--- src/rtl/ps2_pkg.sv ---
// Shared PS/2 definitions: receiver state encoding, frame geometry and the
// odd-parity helper used by both the receiver and the transmitter.
package ps2_pkg;

    typedef enum logic [1:0] {
        RX_IDLE = 2'd0,
        RX_DATA = 2'd1,
        RX_DONE = 2'd2
    } rx_state_t;

    localparam int FRAME_DATA_BITS = 8;
    // Parity bit plus stop bit.
    localparam int FRAME_TAIL_BITS = 2;

    // Parity bit that makes {data, parity} contain an odd number of ones.
    function automatic logic odd_parity(input logic [FRAME_DATA_BITS-1:0] data);
        return ~(^data);
    endfunction

endpackage

--- src/rtl/ps2_clk_filter.sv ---
// Debounces the asynchronous PS/2 clock pin and emits a one-cycle pulse on
// each clean falling edge of the filtered level.
module ps2_clk_filter #(
    parameter int FILTER_LEN = 8
) (
    input  logic clk_i,
    input  logic reset_ni,
    input  logic ps2c_i,
    output logic fall_o
);

    logic [FILTER_LEN-1:0] shreg;
    logic                  filt_q;
    logic                  filt_d;

    // The filtered level only moves once FILTER_LEN samples agree.
    always_comb begin
        filt_d = filt_q;
        if (&shreg) begin
            filt_d = 1'b1;
        end else if (~|shreg) begin
            filt_d = 1'b0;
        end
    end

    // Sample history and filtered level; the idle bus level is high.
    always_ff @(posedge clk_i or negedge reset_ni) begin
        if (!reset_ni) begin
            shreg  <= '1;
            filt_q <= 1'b1;
        end else begin
            shreg  <= {shreg[FILTER_LEN-2:0], ps2c_i};
            filt_q <= filt_d;
        end
    end

    assign fall_o = filt_q & ~filt_d;

endmodule

--- src/rtl/ps2_rx.sv ---
// PS/2 device-to-host frame receiver: start, 8 data bits LSB first, odd
// parity, stop. Data is sampled on filtered falling edges of ps2c.
module ps2_rx
    import ps2_pkg::*;
#(
    parameter int FILTER_LEN     = 8,
    parameter int TIMEOUT_CYCLES = 20000
) (
    input  logic       clk_i,
    input  logic       reset_ni,
    input  logic       rx_en_i,
    input  logic       ps2d_i,
    input  logic       ps2c_i,
    output logic [7:0] rx_data_o,
    output logic       rx_done_o,
    output logic       parity_err_o,
    output logic       frame_err_o,
    output logic       idle_o
);

    localparam int              FRAME_BITS = FRAME_DATA_BITS + FRAME_TAIL_BITS;
    localparam int              TW         = $clog2(TIMEOUT_CYCLES);
    localparam logic [TW-1:0]   TMO_LAST   = TW'(TIMEOUT_CYCLES - 1);
    // Falls remaining after the start bit: data, parity, then stop at zero.
    localparam logic [3:0]      CNT_LOAD   = 4'(FRAME_BITS - 1);

    rx_state_t                  state_q, state_d;
    logic [3:0]                 bit_cnt_q, bit_cnt_d;
    logic [FRAME_BITS-1:0]      shift_q, shift_d;
    logic [TW-1:0]              tmo_q, tmo_d;
    logic [7:0]                 data_q, data_d;
    logic                       done_q, done_d;
    logic                       perr_q, perr_d;
    logic                       ferr_q, ferr_d;
    logic [1:0]                 d_sync;
    logic                       fall;
    logic                       ps2d;

    ps2_clk_filter #(
        .FILTER_LEN(FILTER_LEN)
    ) u_clk_filter (
        .clk_i   (clk_i),
        .reset_ni(reset_ni),
        .ps2c_i  (ps2c_i),
        .fall_o  (fall)
    );

    // Two-flop synchronizer for the data pin; idles high.
    always_ff @(posedge clk_i or negedge reset_ni) begin
        if (!reset_ni) begin
            d_sync <= 2'b11;
        end else begin
            d_sync <= {d_sync[0], ps2d_i};
        end
    end

    assign ps2d = d_sync[1];

    // Next-state and strobe logic. Result data and flags are registered on
    // the stop-bit fall so rx_data_o is already valid while rx_done_o is high.
    always_comb begin
        state_d   = state_q;
        bit_cnt_d = bit_cnt_q;
        shift_d   = shift_q;
        tmo_d     = tmo_q;
        data_d    = data_q;
        done_d    = 1'b0;
        perr_d    = 1'b0;
        ferr_d    = 1'b0;
        if (!rx_en_i) begin
            state_d = RX_IDLE;
        end else begin
            case (state_q)
                RX_IDLE: begin
                    if (fall && !ps2d) begin
                        bit_cnt_d = CNT_LOAD;
                        tmo_d     = '0;
                        state_d   = RX_DATA;
                    end
                end
                RX_DATA: begin
                    if (fall) begin
                        shift_d = {ps2d, shift_q[FRAME_BITS-1:1]};
                        tmo_d   = '0;
                        if (bit_cnt_q == 4'd0) begin
                            state_d = RX_DONE;
                            done_d  = 1'b1;
                            data_d  = shift_d[7:0];
                            perr_d  = (odd_parity(shift_d[7:0]) != shift_d[8]);
                            ferr_d  = ~shift_d[9];
                        end else begin
                            bit_cnt_d = bit_cnt_q - 4'd1;
                        end
                    end else if (tmo_q == TMO_LAST) begin
                        // Device stopped clocking mid-frame: abandon it.
                        ferr_d  = 1'b1;
                        state_d = RX_IDLE;
                    end else begin
                        tmo_d = tmo_q + TW'(1);
                    end
                end
                RX_DONE: begin
                    state_d = RX_IDLE;
                end
                default: begin
                    state_d = RX_IDLE;
                end
            endcase
        end
    end

    // State, datapath and registered strobes.
    always_ff @(posedge clk_i or negedge reset_ni) begin
        if (!reset_ni) begin
            state_q   <= RX_IDLE;
            bit_cnt_q <= '0;
            shift_q   <= '0;
            tmo_q     <= '0;
            data_q    <= '0;
            done_q    <= 1'b0;
            perr_q    <= 1'b0;
            ferr_q    <= 1'b0;
        end else begin
            state_q   <= state_d;
            bit_cnt_q <= bit_cnt_d;
            shift_q   <= shift_d;
            tmo_q     <= tmo_d;
            data_q    <= data_d;
            done_q    <= done_d;
            perr_q    <= perr_d;
            ferr_q    <= ferr_d;
        end
    end

    assign rx_data_o    = data_q;
    assign rx_done_o    = done_q;
    assign parity_err_o = perr_q;
    assign frame_err_o  = ferr_q;
    assign idle_o       = (state_q == RX_IDLE);

endmodule

--- config.mk ---
export PLATFORM = sky130hd
export DESIGN_NAME = ps2_rx
export DESIGN_NICKNAME = d
export VERILOG_FILES = /design/src/rtl/ps2_pkg.sv /design/src/rtl/ps2_clk_filter.sv /design/src/rtl/ps2_rx.sv
export SDC_FILE = /design/constraint.sdc
export NUM_CORES = 1
export LEC_CHECK = 0
export ABC_AREA = 0
export BUFFER_PORTS_ARGS = -buffer_cell sky130_fd_sc_hd__buf_4
export CAP_MARGIN = 10
export CORE_MARGIN = 5
export CORE_UTILIZATION = 30
export DETAILED_ROUTE_END_ITERATION = 8
export HOLD_SLACK_MARGIN = 0.08
export PLACE_DENSITY = 0.42
export SYNTH_ARGS = -nofsm -noshare
export SYNTH_HDL_FRONTEND = slang
export SYNTH_SLANG_ARGS = --single-unit
--- constraint.sdc ---
create_clock -name clk_i -period 2.85 [get_ports clk_i]
set_input_delay 0.1425 -clock clk_i [delete_from_list [all_inputs] [get_ports clk_i]]
set_output_delay 0.1425 -clock clk_i [all_outputs]
set_load 0.005 [all_outputs]
==> results summary <==
The flow ran to the end, and the final reports show no timing, DRC or antenna violations. The tightest min-delay check is of the in2reg type. The cell count after synthesis came out at 208. For the worst setup path, the data required time is 3040 ps. The first global-routing pass estimated 8630 µm of wire. The pin slew with the least headroom to its limit is 688 ps.

The maximum level of the CTS H-tree came out at 2. The final critical path takes up 73.0% of the cycle. The number of different library cells in the post-synthesis netlist is 46. The critical path is of the reg2reg type. The worst max-slew margin expressed relative to the limit is 54.2%.

The number of I/O port buffers is 16. The largest fanout on the critical path came out at 12. The sum of negative setup slack came out at 0 ps.

STA classifies the critical path endpoint as a flip-flop. The cell type of the slowest stage on the worst timing path is sky130_fd_sc_hd__nor4_4. The number of enable-type register cells in the synthesized netlist is 0.

The number of antenna violations at the first check in global routing is 0. The count of nets left with antenna violations once routing finished came out at 0. The net count of the mapped netlist came out at 215. The mean area per synthesized cell is 11.8 µm². Clock tree synthesis inserted a total of 5 buffers. The global route total overflow came out at 0. The post-synthesis cell area is 2460 µm². The number of vias after detailed routing is 1647. The clock tree from TritonCTS is yes.

Before CTS, the worst setup slack after placement is 745 ps. In this run the worst setup path begins at u_clk_filter.shreg[1]$_DFF_PN1_. The smallest setup slack after layout came out at 770 ps. The layout overhead on the synthesized area is 15.2%. The leakage dissipation is 1.24 nW. Traced cell by cell, the critical path runs through nor4_4 > nand3_4 > or2_4 > nor2_8 > mux2_4. The worst hold path begins at rx_en_i. The commonest cells after synthesis are sky130_fd_sc_hd__dfrtp_1, sky130_fd_sc_hd__mux2_4, sky130_fd_sc_hd__nand2_1, sky130_fd_sc_hd__o21ai_0, sky130_fd_sc_hd__nor2_1. The average detailed-routed wire length per instance is 14.5 µm. Sequential cells were found to cover 53.5% of the synthesized design area.

Derived from the worst setup path, the maximum achievable clock frequency is 0.481 GHz. The worst register-to-register path begins at u_clk_filter.shreg[1]$_DFF_PN1_. The layout net count is 236.

The largest total area in the synthesized netlist belongs to sky130_fd_sc_hd__dfrtp_1. The initial standard-cell utilization of the core came out at 30.4%. The number of global-route vias before repair is 1718. The routed via count divided by cell count came out at 4.92. The area share of the leading cell type in the synthesized netlist is 41.7%. The family with the most delay on the worst path is simple AND/OR/NAND/NOR gates. The minimum period implied by the final worst setup slack came out at 2080 ps.

The global placement routability congestion came out at 0.738. The clock input transition at the sequential cells of the worst setup and hold paths came out at 100 ps. The final wirelength came out at 4860 µm. The number of buffers inserted to repair setup after CTS came out at 0.

Cells with a size suffix above 1 make up 26.5% of the layout. STA classifies the critical path startpoint as a flip-flop. The number of warnings printed during yosys synthesis is 0. The total of endpoints with negative setup slack in the final report came out at 0. The maximum count of clock buffers along a single path is 2. The post-synthesis register bit count is 52. Among all flip-flop cells after synthesis, the most frequent one is sky130_fd_sc_hd__dfrtp_1. The fraction of synthesis flops using an asynchronous set or reset pin is 100%. The cell row count is 33.

VDD sags by at most 0.000177 V. The die extent in y came out at 101 µm. The total routing resource utilization after global routing is 10.6%. The data arrival time of the critical path is 2270 ps. The total design power came out at 1.35 mW. The count of antenna diodes in the layout came out at 0. For this design the ratio of total power to cell area is 475 nW/µm².

In the post-synthesis netlist, the biggest area contributors are sky130_fd_sc_hd__dfrtp_1, sky130_fd_sc_hd__dfstp_2, sky130_fd_sc_hd__mux2_4, sky130_fd_sc_hd__o21ai_0, sky130_fd_sc_hd__nand2_1. The number of placed I/O pins is 17. The number of buffer and inverter instances along the worst setup path came out at 0. The total half-perimeter wirelength after legalization and detailed placement is 3280 µm. The total die area is 10100 µm². The number of maximum-capacitance constraint violations is 0. The number of sinks handled by clock tree synthesis came out at 52. The most common cell in the synthesized netlist is sky130_fd_sc_hd__dfrtp_1. In this run the clock root is driven by a sky130_fd_sc_hd__clkbuf_8.

The final max-slew violation count came to 0. The number of iterations in the first detailed-routing pass is 4. Entering global routing, the biggest net connects 53 pins.

The delay of the slowest cell on the worst path is 460 ps. The number of remaining DRC errors is 0. The die extent in x is 101 µm. The placeable core region is 8090 µm². Setup repair after global routing left no endpoint under its margin. The setup skew after layout is 14.2 ps.

The insertion delay to the later sink of the worst-skew pair is 310 ps. The number of hold-slack violations in the final timing report is 0. The count of routing violations after the opening detailed-route iteration is 42.
[kinds of logic after synthesis]
logic type | synth area share [%]
compound gates | 12.1
xor+xnor | 2.85
fa+ha+maj | 1.02
buf+inv | 1.93
flops | 53.5
mux | 10.2
simple gates | 18.4
[report_power, final]
group          internal [mW]  leakage, nW  switching [mW]
combinational         0.0152        0.495          0.0274
clock                  0.265       0.0583           0.263
sequential             0.758        0.682          0.0162
[metal layers]
layer	up-vias	global-route usage, %	wire, µm
li1	809	-	-
met1	816	14.6	2470
met2	20	16.7	2220
met3	2	2.70	143
met4	0	2.49	26
met5	-	0	0
[registers in the layout, summed over array words and instances (netlist names)]
register / count
tmo_q: 15
shift_q: 9
rx_data_o: 8
u_clk_filter.shreg: 8
bit_cnt_q: 4
d_sync: 2
state_q: 2
frame_err_o: 1
parity_err_o: 1
rx_done_o: 1
u_clk_filter.filt_q: 1
[what timing repair did]
item | in CTS | in global routing
resized for setup | 0 | 0
hold buffers | 3 | 0
endpoints found under the hold margin | 43 | 0
[through the flow]
stage,cells,hold slack (ps),instance area (µm²),util (%)
after floorplan,208,-153,2460,-
after global placement,324,244,2690,33.2
after detailed placement,324,246,2690,33.2
after CTS,335,163,2830,35.0
after global routing,335,193,2830,35.0
final,335,173,2830,35.0
[final timing paths]
| path | end | slack (ps) | cells after the start |
|---|---|---|---|
| min in group asynchronous | bit_cnt_q[2]$_DFFE_PN0P_ | 380 | 2 |
| max in group asynchronous | tmo_q[0]$_DFFE_PN0P_ | 1970 | 2 |
| worst min register to register | d_sync[1]$_DFF_PN1_ | 350 | 0 |
| worst max-delay path | rx_data_o[7]$_DFFE_PN0P_ | 770 | 5 |
| worst min-delay path | state_q[0]$_DFFE_PN0P_ | 170 | 3 |
| worst max register to register | rx_data_o[7]$_DFFE_PN0P_ | 770 | 5 |
[placed cells by master, fill, tap and decap left out, types with 5 or more instances in the layout]
cell type | Yosys | final
sky130_fd_sc_hd__o31ai_1 | 7 | 7
sky130_fd_sc_hd__o21ai_0 | 14 | 14
sky130_fd_sc_hd__clkbuf_8 | 0 | 5
sky130_fd_sc_hd__nand2_1 | 14 | 14
sky130_fd_sc_hd__nand3_1 | 5 | 5
sky130_fd_sc_hd__o21ai_1 | 8 | 8
sky130_fd_sc_hd__dfstp_2 | 11 | 11
sky130_fd_sc_hd__dfrtp_1 | 41 | 41
sky130_fd_sc_hd__mux2_4 | 16 | 16
sky130_fd_sc_hd__nor3_1 | 7 | 7
sky130_fd_sc_hd__buf_4 | 0 | 17
sky130_fd_sc_hd__nor2_1 | 13 | 13
sky130_fd_sc_hd__xnor2_1 | 6 | 6
sky130_fd_sc_hd__nand4_1 | 5 | 5
[worst register-to-register path: stages (launching register included)]
cell and delay [ps]:
sky130_fd_sc_hd__dfstp_2 400, sky130_fd_sc_hd__nor4_4 460, sky130_fd_sc_hd__nand3_4 180, sky130_fd_sc_hd__or2_4 370, sky130_fd_sc_hd__nor2_8 240, sky130_fd_sc_hd__mux2_4 330
[area by class of cell]
| class | instances | area (µm²) |
|---|---|---|
| inverters | 4 | 15.0 |
| flip-flops and latches | 52 | 1320 |
| clock inverters | 3 | 47.5 |
| repair buffers | 20 | 158 |
| clock buffers | 5 | 68.8 |
| multi-input cells | 146 | 1100 |
| well taps | 105 | 131 |
| fillers | 837 | 5260 |
Power figures use the tool's default switching activity.
